===== src/rtl/fila_pedidos.sv =====
// -----------------------------------------------------------------------------
// fila_pedidos -- elevator stop queue.
//
// Each accepted request (origem -> destino) becomes two stops in a circular
// buffer: the pickup stop {origem, 1} followed by the drop-off stop
// {destino, 0}. A small write FSM captures the request and writes the stops.
// The movement controller pops the head stop with `shift` and flushes the
// queue with `clear`.
//
// Optional feature (macro FILA_MERGE_ORIGEM_EN):
//   When defined, a request whose pickup floor equals the floor of the newest
//   queued stop reuses that stop. Only the drop-off stop is written, and only
//   one free entry is needed. When undefined, every accepted request writes
//   two entries.
//
// Parameters:
//   FLOOR_W  bit width of a floor number
//   DEPTH    number of queue entries (power of two, >= 4)
//
// Ports:
//   clock          sole clock, rising edge
//   reset          asynchronous, active-low reset
//   clear          synchronous flush of queue and write FSM
//   novo_pedido    one-cycle request strobe, samples origem/destino
//   origem         pickup floor of the new request
//   destino        drop-off floor of the new request
//   shift          pop the head stop (ignored when empty)
//   andar_atual    current floor of the car
//   andar_alvo     floor of the head stop (0 when empty)
//   eh_origem      head stop is a pickup stop
//   temDestino     queue non-empty
//   sobe           head floor above the current floor
//   chegouDestino  queue non-empty and head floor equals the current floor
//   cheia          fewer than two free entries
//   vazia          queue empty
//   erro_pedido    one-cycle pulse when a request is rejected
//   db_estado      current write-FSM state (debug)
// -----------------------------------------------------------------------------
module fila_pedidos #(
  parameter int FLOOR_W = 2,
  parameter int DEPTH   = 8
) (
  input  logic               clock,
  input  logic               reset,
  input  logic               clear,
  input  logic               novo_pedido,
  input  logic [FLOOR_W-1:0] origem,
  input  logic [FLOOR_W-1:0] destino,
  input  logic               shift,
  input  logic [FLOOR_W-1:0] andar_atual,
  output logic [FLOOR_W-1:0] andar_alvo,
  output logic               eh_origem,
  output logic               temDestino,
  output logic               sobe,
  output logic               chegouDestino,
  output logic               cheia,
  output logic               vazia,
  output logic               erro_pedido,
  output logic [1:0]         db_estado
);

  localparam int PTR_W = $clog2(DEPTH);
  localparam int CNT_W = PTR_W + 1;
  localparam logic [PTR_W-1:0] PTR_ONE   = PTR_W'(1);
  localparam logic [CNT_W-1:0] CNT_ONE   = CNT_W'(1);
  localparam logic [CNT_W-1:0] CNT_TWO   = CNT_W'(2);
  localparam logic [CNT_W-1:0] CNT_DEPTH = CNT_W'(DEPTH);

  typedef enum logic [1:0] {
    OCIOSO        = 2'd0,
    GRAVA_ORIGEM  = 2'd1,
    GRAVA_DESTINO = 2'd2,
    REJEITA       = 2'd3
  } estado_t;

  estado_t            state_r;
  estado_t            stateNext_s;
  logic [FLOOR_W-1:0] origemLatch_r;
  logic [FLOOR_W-1:0] destinoLatch_r;
  logic [FLOOR_W-1:0] memFloor_r [DEPTH];
  logic               memOrig_r  [DEPTH];
  logic [PTR_W-1:0]   rdPtr_r;
  logic [PTR_W-1:0]   wrPtr_r;
  logic [CNT_W-1:0]   count_r;

  logic [CNT_W-1:0]   freeSlots_s;
  logic               empty_s;
  logic               wrEn_s;
  logic               rdEn_s;
  logic               fullOk_s;
  logic               mergeOk_s;
  logic [FLOOR_W-1:0] wrFloor_s;
  logic               wrOrig_s;
  logic [FLOOR_W-1:0] headFloor_s;
  logic               headOrig_s;

  assign empty_s     = (count_r == {CNT_W{1'b0}});
  assign freeSlots_s = CNT_DEPTH - count_r;
  assign fullOk_s    = (origem != destino) && (freeSlots_s >= CNT_TWO);

`ifdef FILA_MERGE_ORIGEM_EN
  // The newest queued stop sits just behind the write pointer.
  logic [FLOOR_W-1:0] tailFloor_s;
  assign tailFloor_s = memFloor_r[wrPtr_r - PTR_ONE];
  assign mergeOk_s   = (origem != destino) && !empty_s &&
                       (origem == tailFloor_s) && (freeSlots_s >= CNT_ONE);
`else
  assign mergeOk_s   = 1'b0;
`endif

  // Both write states store one entry; the state selects which stop.
  assign wrEn_s    = (state_r == GRAVA_ORIGEM) || (state_r == GRAVA_DESTINO);
  assign wrOrig_s  = (state_r == GRAVA_ORIGEM);
  assign wrFloor_s = wrOrig_s ? origemLatch_r : destinoLatch_r;
  assign rdEn_s    = shift && !empty_s;

  // Write FSM next-state decision.
  always_comb begin
    stateNext_s = state_r;
    case (state_r)
      OCIOSO: begin
        if (novo_pedido) begin
          if (mergeOk_s) begin
            stateNext_s = GRAVA_DESTINO;
          end else if (fullOk_s) begin
            stateNext_s = GRAVA_ORIGEM;
          end else begin
            stateNext_s = REJEITA;
          end
        end else begin
          stateNext_s = OCIOSO;
        end
      end
      GRAVA_ORIGEM:  stateNext_s = GRAVA_DESTINO;
      GRAVA_DESTINO: stateNext_s = OCIOSO;
      REJEITA:       stateNext_s = OCIOSO;
      default:       stateNext_s = OCIOSO;
    endcase
  end

  // Write FSM state register; clear aborts any request in flight.
  always_ff @(posedge clock or negedge reset) begin
    if (!reset) begin
      state_r <= OCIOSO;
    end else if (clear) begin
      state_r <= OCIOSO;
    end else begin
      state_r <= stateNext_s;
    end
  end

  // Request capture; only sampled while idle so later strobes are ignored.
  always_ff @(posedge clock or negedge reset) begin
    if (!reset) begin
      origemLatch_r  <= {FLOOR_W{1'b0}};
      destinoLatch_r <= {FLOOR_W{1'b0}};
    end else if ((state_r == OCIOSO) && novo_pedido && !clear) begin
      origemLatch_r  <= origem;
      destinoLatch_r <= destino;
    end else begin
      origemLatch_r  <= origemLatch_r;
      destinoLatch_r <= destinoLatch_r;
    end
  end

  // Pointers and occupancy; a write and a pop in the same cycle cancel out.
  always_ff @(posedge clock or negedge reset) begin
    if (!reset) begin
      rdPtr_r <= {PTR_W{1'b0}};
      wrPtr_r <= {PTR_W{1'b0}};
      count_r <= {CNT_W{1'b0}};
    end else if (clear) begin
      rdPtr_r <= {PTR_W{1'b0}};
      wrPtr_r <= {PTR_W{1'b0}};
      count_r <= {CNT_W{1'b0}};
    end else begin
      rdPtr_r <= rdEn_s ? (rdPtr_r + PTR_ONE) : rdPtr_r;
      wrPtr_r <= wrEn_s ? (wrPtr_r + PTR_ONE) : wrPtr_r;
      case ({wrEn_s, rdEn_s})
        2'b10:   count_r <= count_r + CNT_ONE;
        2'b01:   count_r <= count_r - CNT_ONE;
        default: count_r <= count_r;
      endcase
    end
  end

  // Entry storage. It needs no reset because every output is masked while
  // the queue is empty.
  always_ff @(posedge clock) begin
    if (wrEn_s && !clear) begin
      memFloor_r[wrPtr_r] <= wrFloor_s;
      memOrig_r[wrPtr_r]  <= wrOrig_s;
    end
  end

  assign headFloor_s = memFloor_r[rdPtr_r];
  assign headOrig_s  = memOrig_r[rdPtr_r];

  assign andar_alvo    = empty_s ? {FLOOR_W{1'b0}} : headFloor_s;
  assign eh_origem     = !empty_s && headOrig_s;
  assign temDestino    = !empty_s;
  assign sobe          = !empty_s && (headFloor_s > andar_atual);
  assign chegouDestino = !empty_s && (headFloor_s == andar_atual);
  assign cheia         = (freeSlots_s < CNT_TWO);
  assign vazia         = empty_s;
  assign erro_pedido   = (state_r == REJEITA);
  assign db_estado     = state_r;

endmodule


===== config.mk =====
export PLATFORM = sky130hd
export DESIGN_NAME = fila_pedidos
export DESIGN_NICKNAME = d
export VERILOG_FILES = /design/src/rtl/fila_pedidos.sv
export SDC_FILE = /design/constraint.sdc
export NUM_CORES = 1
export LEC_CHECK = 0
export BUFFER_PORTS_ARGS = -buffer_cell sky130_fd_sc_hd__buf_2
export CAP_MARGIN = 20
export CORE_MARGIN = 3
export CORE_UTILIZATION = 51
export DETAILED_ROUTE_END_ITERATION = 8
export GPL_ROUTABILITY_DRIVEN = 0
export GPL_TIMING_DRIVEN = 1
export PLACE_DENSITY = 0.8
export SLEW_MARGIN = 15
export SYNTH_ARGS = -nofsm -noshare
export SYNTH_HDL_FRONTEND = slang
export SYNTH_SLANG_ARGS = --single-unit
export TNS_END_PERCENT = 1

===== constraint.sdc =====
create_clock -name clock -period 3.1 [get_ports clock]
set_input_delay 0.62 -clock clock [delete_from_list [all_inputs] [get_ports clock]]
set_output_delay 0.62 -clock clock [all_outputs]
set_load 0.02 [all_outputs]

==> summary.md <==
| Metric | Value |
|---|---|
| Status | `complete, no violations` |
| Clock sink total | `40` |
| Fillers | `305` |
| Final period utilization | `94.5%` |
| HP Class | `in -> async` |
| Syn avg cell area | `12.9 um2` |
| Vias | `1,263` |
| Yosys top cell area share | `35.8%` |
| Leak | `0.922 nW` |
| Port buffer count | `21` |
| Row cnt | `22` |
| Final setup violation count | `0` |
| Cts bufs inserted | `5` |
| Post-synthesis cell area | `2020 um2` |
| Max Slew Vio Count | `0` |
| Reg clk slew, reported paths | `0.08 ns` |
| Top FF cell, synth | `edfxtp_1` |
| Post-route DRC | `0` |
| Root Driver | `clkbuf_8` |
| Nets | `201` |
| Post-DP HPWL | `2.80 mm` |
| RSZ-0062 raised after global routing | `false` |
| Yosys warns | `0` |
| Final core utilization | `60.7%` |
| Area Growth Syn to Fin | `12.7%` |
| Starting DRT DRC Count | `64` |
| Clk Latency, worst-skew pair | `0.28 ns` |
| Adder-cell share of the synthesized area | `6.21%` |
| Vias in the first global route | `1,235` |
| Ant. Diodes | `0` |
| Gr usage total | `18.6%` |
| Grt ovf | `0` |
| Avg Vias per Cell | `5.52` |
| Pre-antenna DRT Iters | `4` |
| CP max stage delay | `0.52 ns` |
| Io pins | `22` |
| WP data arrival | `2.31 ns` |
| Crit-path cells | `mux4_2 -> mux2_4 -> ha_4 -> nor2b_1 -> o21ai_1 -> a21oi_1 -> buf_4` |
| Relative slew margins | `53.3%` |
| Register area share after synthesis | `55.6%` |
| Net Sw Frac | `36.9%` |
| Crit path launch type | `flip-flop` |
| Flop2flop setup slack | `0.33 ns` |
| Synth top area cells | `edfxtp_1, dfrtp_1, mux4_2, ha_1, mux2_2` |
| Core ar. | `3740 um2` |
| Yosys cell types | `37` |
| XOR/XNOR Fraction of Synth Area | `3.85%` |
| Worst setup EP type | `output port` |
| Drt wl/cell | `16.1 um` |
| Initial antenna violation count | `0` |
| H-tree depth | `2` |
| Ys async rst share | `40.0%` |
| VDD IR max | `0.000347 V` |
| Cell count after synthesis | `156` |
| Power Dens Cells | `780 nW/um2` |
| Flop pwr share | `41.3%` |
| Critical path class | `reg -> out` |
| Full die area | `4740 um2` |
| Setup_tns | `0 ns` |
| Final WL | `3.68 mm` |
| Largest net degree at the start of global routing | `21` |
| Area leader, netlist | `edfxtp_1` |
| Antenna-violating nets left | `0` |
| Psw | `0.653 mW` |
| Initial Util | `53.8%` |
| Clock Skew | `0.00687 ns` |
| CTS tree | `done` |
| Combinational share of power | `40.3%` |
| Synth Area in Compound Gates | `3.10%` |
| Top Family by Delay on Critical Path | `multiplexers` |
| Multiplexer area fraction after synthesis | `14.7%` |
| Crit-path slowest cell | `mux4_2` |
| First-pass GRT wire length | `6.25 mm` |
| Crit-path max FO | `5` |
| Worst-margin pin slew | `0.693 ns` |
| Fin. Hold Viols | `0` |
| Share of layout cells above drive strength 1 | `26.5%` |
| Number of max-cap violations | `0` |
| CTS Buffer Depth | `2` |
| Flops & latches, synth | `40` |
| Critical path buffer and inverter count | `1` |
| Minimum clock period after layout | `2.93 ns` |
| Die W | `68.9 um` |
| Critical Path RT | `2.48 ns` |
| Largest family of logic cells by synthesized area | `multiplexers` |
| Post-Synth Simple-Gate Area | `13.6%` |
| Internal power | `1.12 mW` |
| Syn_nets | `177` |
| Fmax | `341 MHz` |
| Die height | `68.9 um` |
| Post-synth EDFFs | `24` |
| Clk pwr share | `18.4%` |
-- cells in the mapped netlist (all sizes together) (3+ instances only) --
master   n
edfxtp  24
nor2    20
dfrtp   16
ha      10
mux2     9
inv      8
mux2i    6
mux4     6
xor2     6
a21oi    5
nand2    5
nor3     5
nand2b   4
buf      3
clkbuf   3
nor2b    3
o21ai    3
-- area by class of cell --
type	instances	area (um2)	share of cell area, %
clock inverters	2	12.5	0.551
inverters	8	30.0	1.32
repair buffers	23	123	5.40
clock buffers	6	72.6	3.19
multi-input cells	102	852	37.5
well taps	48	60.1	2.64
flip-flops and latches	40	1120	49.4
-- worst paths after layout --
| check | start | to | depth (start not counted) |
|---|---|---|---|
| max | rdPtr_r[0] | sobe | 7 |
| min | reset | wrPtr_r[0] | 1 |
| max reg2reg | count_r[1] | count_r[2] | 11 |
| min reg2reg | destinoLatch_r[1] | destinoLatch_r[1] | 1 |
| max in group asynchronous | reset | rdPtr_r[0] | 1 |
| min in group clock | destinoLatch_r[1] | destinoLatch_r[1] | 1 |
-- power groups by stage --
stage | clock [mW] | combinational (mW) | sequential [mW]
after CTS | 0.332 | 0.699 | 0.730
after floorplan | 0 | 0.536 | 0.717
after detailed placement | 0 | 0.696 | 0.741
after global placement | 0 | 0.657 | 0.732
final | 0.326 | 0.714 | 0.731
after global routing | 0.361 | 0.799 | 0.745
-- stage by stage --
step                      instances  power (mW)  hold slack (ns)  cell area, um2  setup slack [ns]
after CTS                       228        1.76            0.248            2240            0.0177
after global routing            229        1.91            0.254            2270           0.00573
final                           229        1.77            0.244            2270             0.170
after detailed placement        220        1.44            0.491            2160             0.330
after floorplan                 156        1.25            0.324            2020             0.335
after global placement          220        1.39            0.484            2160             0.392
-- registers in the layout, indices dropped and copies added, names as in the netlist --
| signal | flops |
|---|---|
| wrPtr_r | 3 |
| rdPtr_r | 3 |
| count_r | 4 |
| origemLatch_r | 2 |
| memFloor_r | 16 |
| db_estado | 2 |
| memOrig_r | 8 |
| destinoLatch_r | 2 |
-- cells in the final DEF, fill, tap and decap left out, types with 3 or more instances in the layout --
master and instances:
buf_4 3, nor2b_1 3, xor2_1 5, mux2i_1 6, buf_2 20, edfxtp_1 24, clkbuf_8 5, nor2_1 20
dfrtp_1 15, mux4_2 6, a21oi_1 5, nor3_1 5, mux2_2 6, inv_1 8, ha_1 9, nand2_1 4
nand2b_1 4
-- worst reg2reg max path, cell delays in order (launching register included) --
cell and delay, ns:
dfrtp_1 0.47, inv_1 0.13, ha_1 0.23, or3b_1 0.52, nand2_4 0.17, nor2_1 0.06, xnor2_1 0.16, ha_1 0.18
nor3_1 0.05, and3_1 0.19, a31oi_1 0.15, mux2_1 0.34
-- kinds of logic after synthesis --
family	count (synthesis)
AND/OR/NAND/NOR	52
flip-flops	40
multiplexers	21
buffers and inverters	14
AO/OA/AOI/OAI	11
adder cells (fa/ha/maj)	10
XOR/XNOR	8
-- timing repair --
action	CTS	global route
buffers inserted	0	1
endpoints found under the setup margin	0	1
hold buffers	0	0
resized for setup	0	5
-- metal layers --
layer | track usage (%) | vias to the layer above | wire (um)
li1 | - | 609 | -
met1 | 22.3 | 622 | 1520
met2 | 32.7 | 28 | 1960
met3 | 5.02 | 4 | 162
met4 | 5.11 | 0 | 29
met5 | 0 | - | 0
Power figures use the tool's default switching activity.
